## src/rtl/motoro3_deadtime_guard.sv

```systemverilog
// motoro3_deadtime_guard
// Gate-drive protection between the six raw bridge commands and the aH..cL pins.
// Each phase runs an identical IDLE/DRV_H/DRV_L/DEAD machine. The machine forces a full
// dead interval on every release of a driven side. Simultaneous H+L requests are blocked
// and latched as sticky per-phase faults. With FAULT_LATCH set, any latched fault turns
// every phase off until the fault is cleared.
module motoro3_deadtime_guard #(
  parameter int DEAD_CYC    = 20,
  parameter int CW          = 8,
  parameter bit FAULT_LATCH = 1'b1
) (
  input  logic       clk,
  input  logic       nRst,
  input  logic       en,
  input  logic       faultClr,
  input  logic       aH_i,
  input  logic       aL_i,
  input  logic       bH_i,
  input  logic       bL_i,
  input  logic       cH_i,
  input  logic       cL_i,
  output logic       aH,
  output logic       aL,
  output logic       bH,
  output logic       bL,
  output logic       cH,
  output logic       cL,
  output logic [2:0] fault,
  output logic       anyFault
);

  typedef enum logic [1:0] {
    IDLE  = 2'd0,
    DRV_H = 2'd1,
    DRV_L = 2'd2,
    DEAD  = 2'd3
  } phaseState_e;

  typedef enum logic [1:0] {
    REQ_NONE = 2'd0,
    REQ_H    = 2'd1,
    REQ_L    = 2'd2
  } req_e;

  // The counter is loaded with one less than the dead time because the
  // cycle on which it reaches zero is itself still spent in DEAD.
  localparam logic [CW-1:0] DEAD_LOAD = CW'(DEAD_CYC - 1);

  logic [2:0]    rawH;
  logic [2:0]    rawL;
  logic [2:0]    conflict;
  logic          blockAll;
  req_e          req     [3];
  phaseState_e   state_q [3];
  phaseState_e   state_d [3];
  logic [CW-1:0] cnt_q   [3];
  logic [CW-1:0] cnt_d   [3];
  logic [2:0]    fault_q;
  logic [2:0]    fault_d;
  logic          anyFault_q;
  logic          anyFault_d;

  assign rawH     = {cH_i, bH_i, aH_i};
  assign rawL     = {cL_i, bL_i, aL_i};
  assign conflict = rawH & rawL;

  // Decode each phase's raw command pair into a single request. The request is NONE when drive is disabled or a latched fault is active.
  always_comb begin
    blockAll = ~en | (FAULT_LATCH & anyFault_q);
    for (int p = 0; p < 3; p++) begin
      req[p] = REQ_NONE;
      if (!blockAll) begin
        if (rawH[p] && !rawL[p]) begin
          req[p] = REQ_H;
        end else if (rawL[p] && !rawH[p]) begin
          req[p] = REQ_L;
        end
      end
    end
  end

  // Per-phase next-state and dead counter. Leaving a driven side always goes through DEAD with the full count.
  always_comb begin
    for (int p = 0; p < 3; p++) begin
      state_d[p] = state_q[p];
      cnt_d[p]   = cnt_q[p];
      case (state_q[p])
        IDLE: begin
          if (req[p] == REQ_H) begin
            state_d[p] = DRV_H;
          end else if (req[p] == REQ_L) begin
            state_d[p] = DRV_L;
          end
        end
        DRV_H: begin
          if (req[p] != REQ_H) begin
            state_d[p] = DEAD;
            cnt_d[p]   = DEAD_LOAD;
          end
        end
        DRV_L: begin
          if (req[p] != REQ_L) begin
            state_d[p] = DEAD;
            cnt_d[p]   = DEAD_LOAD;
          end
        end
        DEAD: begin
          if (cnt_q[p] != '0) begin
            cnt_d[p] = cnt_q[p] - CW'(1);
          end else if (req[p] == REQ_H) begin
            state_d[p] = DRV_H;
          end else if (req[p] == REQ_L) begin
            state_d[p] = DRV_L;
          end else begin
            state_d[p] = IDLE;
          end
        end
        default: begin
          state_d[p] = IDLE;
          cnt_d[p]   = '0;
        end
      endcase
    end
  end

  // Phase state and counter registers with synchronous active-low reset.
  always_ff @(posedge clk) begin
    if (!nRst) begin
      for (int p = 0; p < 3; p++) begin
        state_q[p] <= IDLE;
        cnt_q[p]   <= '0;
      end
    end else begin
      for (int p = 0; p < 3; p++) begin
        state_q[p] <= state_d[p];
        cnt_q[p]   <= cnt_d[p];
      end
    end
  end

  // Sticky fault flags. A new conflict beats a simultaneous clear. anyFault is registered from the same next value so it never lags fault.
  always_comb begin
    fault_d    = conflict | (fault_q & ~{3{faultClr}});
    anyFault_d = |fault_d;
  end

  // Fault registers with synchronous active-low reset.
  always_ff @(posedge clk) begin
    if (!nRst) begin
      fault_q    <= '0;
      anyFault_q <= 1'b0;
    end else begin
      fault_q    <= fault_d;
      anyFault_q <= anyFault_d;
    end
  end

  assign aH       = (state_q[0] == DRV_H);
  assign aL       = (state_q[0] == DRV_L);
  assign bH       = (state_q[1] == DRV_H);
  assign bL       = (state_q[1] == DRV_L);
  assign cH       = (state_q[2] == DRV_H);
  assign cL       = (state_q[2] == DRV_L);
  assign fault    = fault_q;
  assign anyFault = anyFault_q;

endmodule

```

## config.mk

```make
export PLATFORM = sky130hd
export DESIGN_NAME = motoro3_deadtime_guard
export DESIGN_NICKNAME = d
export VERILOG_FILES = /design/src/rtl/motoro3_deadtime_guard.sv
export SDC_FILE = /design/constraint.sdc
export NUM_CORES = 1
export LEC_CHECK = 0
export CORE_UTILIZATION = 35
export CTS_BUF_LIST = sky130_fd_sc_hd__clkbuf_4 sky130_fd_sc_hd__clkbuf_8
export DETAILED_ROUTE_END_ITERATION = 16
export PLACE_DENSITY = 0.55
export RECOVER_POWER = 100
export SYNTH_ARGS = -nofsm -noshare
export SYNTH_HDL_FRONTEND = slang
export SYNTH_SLANG_ARGS = --single-unit
```

## constraint.sdc

```tcl
create_clock -name clk -period 2.6 [get_ports clk]
set_input_delay 0.52 -clock clk [delete_from_list [all_inputs] [get_ports clk]]
set_output_delay 0.52 -clock clk [all_outputs]
set_load 0.005 [all_outputs]
```

==> flow_metrics.env <==
export IMPL_regArea_um2=680.7
export IMPL_multiInputGateArea_um2=1439
export IMPL_clockBufferDepth=2
export IMPL_postLayoutCellArea_um2=2764
export IMPL_path_clk_slew_ns=0.07
export IMPL_syn_instance_count=262
export IMPL_drv_cap=0
export IMPL_r2r_cells=8
export IMPL_dieArea_um2=6620
export IMPL_met3_wirelength_um=211
export IMPL_die_h_um=81.37
export IMPL_grtUsageTotal_pct=17.32
export IMPL_synthTopCellsByArea="dfxtp_1 (31%), ha_1 (12%), or4_1 (5.1%), inv_1 (4.8%), o31ai_1 (4.4%)"
export IMPL_report_final_hold_viol_count=0
export IMPL_dp_cells=373
export IMPL_placed_area_um2=2641
export IMPL_clock_latency_ns=0.28
export IMPL_gr_total_overflow=0
export IMPL_grt_pass1_wl_mm=8.838
export IMPL_avgSynthCellArea_um2=8.415
export IMPL_cts_buffers_inserted=5
export IMPL_antenna_found_initial=0
export IMPL_yosys_area_top_type="dfxtp_1"
export IMPL_cts_root_buffer="clkbuf_8"
export IMPL_ys_warnings_count=0
export IMPL_path_max_fanout=8
export IMPL_synth_async_reset_ratio_pct=0
export IMPL_yosysMostFrequentCell="dfxtp_1"
export IMPL_skew_ns=0.005381
export IMPL_wl_met1_mm=2.440
export IMPL_synth_ff_type="dfxtp_1"
export IMPL_worst_pin_slew_ns=0.5572
export IMPL_wl_mm=5.233
export IMPL_htreeDepth=2
export IMPL_finalMaxSlewViolations=0
export IMPL_setup_viol=0
export IMPL_ys_seq_elements=34
export IMPL_wl_met2_mm=2.539
export IMPL_core_um2=5991
export IMPL_relSlewSlack_pct=62.81
export IMPL_cts_tree="yes"
export IMPL_tns_ns=0
export IMPL_maxUsedRoutingLayer="met4"
export IMPL_cp_data_required_time_ns=2.82
export IMPL_first_iter_violations=96
export IMPL_synthTopCellsByCount="dfxtp_1 (34), inv_1 (28), ha_1 (21)"
export IMPL_worstHoldPathType="reg2reg"
export IMPL_r2r_setup_slack_ns=0.46
export IMPL_synth_edf_count=0
export IMPL_startpoint_type="input port"
export IMPL_holdBufCountCts=0
export IMPL_period_share_pct=95.50
export IMPL_synth_net_count=293
export IMPL_stdcell_count=380
export IMPL_peakVddDrop_v=0.0004813
export IMPL_crit_start="en"
export IMPL_grt_start_max_net_pins=17
export IMPL_max_freq_ghz=0.4027
export IMPL_port_buffers=19
export IMPL_nets=336
export IMPL_area_growth_synth_to_final_pct=25.37
export IMPL_yosysTopAreaCellShare_pct=30.87
export IMPL_crit_arrival_ns=2.70
export IMPL_finish_utilization_pct=46.14
export IMPL_setup_worst_path_end="cnt_q[0][10]"
export IMPL_end_kind="flop"
export IMPL_r2r_end="cnt_q[0][20]"
export IMPL_dp_hpwl_mm=3.961
export IMPL_power_density_nw_per_um2=1015
export IMPL_rows=28
export IMPL_ys_seq_area_share_pct=30.87
export IMPL_reg2reg_from="anyFault"
export IMPL_synth_area_um2=2205
export IMPL_grt_pass1_vias=1891
export IMPL_postRouteAntennaNets=0
export IMPL_die_width_um=81.37
export IMPL_clock_sinks=34
export IMPL_diodes=0
export IMPL_whs_ns=0.4837
export IMPL_drt_pass1_iterations=4
export IMPL_wl_per_cell_um=13.77
export IMPL_critPathKind="in2reg"
export IMPL_status="finished clean"
export IMPL_period_needed_ns=2.483
export IMPL_io_pins=20
export IMPL_p_leak_nw=1.144
export IMPL_vias_per_cell=5.466
export IMPL_start_util_pct=36.80
export IMPL_gp_congestion=0.8507
export IMPL_drive_gt1_share_pct=15.41
export IMPL_via_count=2077
export IMPL_ys_types=45
export IMPL_drc=0
export IMPL_hold_start="cnt_q[0][0]"
export IMPL_fillerInstances=610
-- timing repair --
item,4_1_cts,5_1_grt
hold endpoints to repair,0,0
resized for setup,0,6
buffers inserted,0,0
endpoints found under the setup margin,0,13
-- worst min-delay path by stage --
stage,endpoint,slack [ns],cells past startpoint
after floorplan,cnt_q[0][6],0.45,2
after global placement,cnt_q[0][17],0.47,1
after detailed placement,cnt_q[0][17],0.47,1
after CTS,cnt_q[0][0],0.49,2
after global routing,cnt_q[0][17],0.51,1
final,cnt_q[0][0],0.48,2
-- layout make-up --
type | count | area share (%)
Clock inverter | 2 | 0.3622
Multi-Input combinational cell | 193 | 52.06
Tap cell | 75 | 3.395
Sequential cell | 34 | 24.63
Inverter | 28 | 3.803
Clock buffer | 5 | 2.490
Timing Repair Buffer | 43 | 13.26
-- through the flow --
step | power [mW] | worst slack, ns
2_1_floorplan | 1.993 | 0.3005
3_3_place_gp | 2.403 | -0.1970
3_5_place_dp | 2.417 | -0.2473
4_1_cts | 2.807 | 0.05766
5_1_grt | 3.089 | -0.03762
6_report | 2.805 | 0.1170
-- routing by layer --
| layer | track usage [%] | vias to the layer above |
|---|---|---|
| met1 | 22.58 | 971 |
| met2 | 28.25 | 36 |
| met5 | 0 | - |
| met4 | 5.179 | 0 |
| met3 | 3.820 | 4 |
| li1 | - | 1066 |
-- cells by family (layout without fill, tap and decap cells) --
group	Yosys count	count (layout)	share of synthesized area (%)
mux	8	8	3.746
fa+ha+maj	21	21	11.92
flops	34	34	30.87
buf+inv	35	78	6.016
simple gates	90	90	24.12
compound gates	74	74	23.33
-- flip-flops by register name, summed over array words and instances, names as in the netlist --
name	flops
state_q	6
anyFault	1
fault	3
cnt_q	24
-- critical path, cell delays in order --
cell	delay [ns]
clkdlybuf4s50_1	0.52
nor4bb_4	0.33
inv_1	0.09
ha_1	0.23
nand2_1	0.15
o221ai_4	0.15
or4_2	0.56
a21oi_1	0.15
-- cell usage in the layout (no fill, tap or decap), types with 6 or more instances in the layout --
cell type,synthesis,final
ha_1,21,21
a31oi_1,7,7
dlygate4sd3_1,0,11
or4_1,15,15
o21ai_0,7,7
buf_4,0,23
dfxtp_1,34,34
inv_1,28,28
or3_1,6,6
o31ai_1,13,13
mux2i_1,6,6
a21oi_1,16,16
clkdlybuf4s50_1,0,8
nor2_1,19,19
nand2_1,16,16
-- where the power goes --
part | internal, mW | leakage, nW | switching (mW)
clock | 0.180 | 0.0438 | 0.200
combinational | 0.732 | 0.821 | 0.799
sequential | 0.716 | 0.279 | 0.178
(Power assumes the default switching activity.)
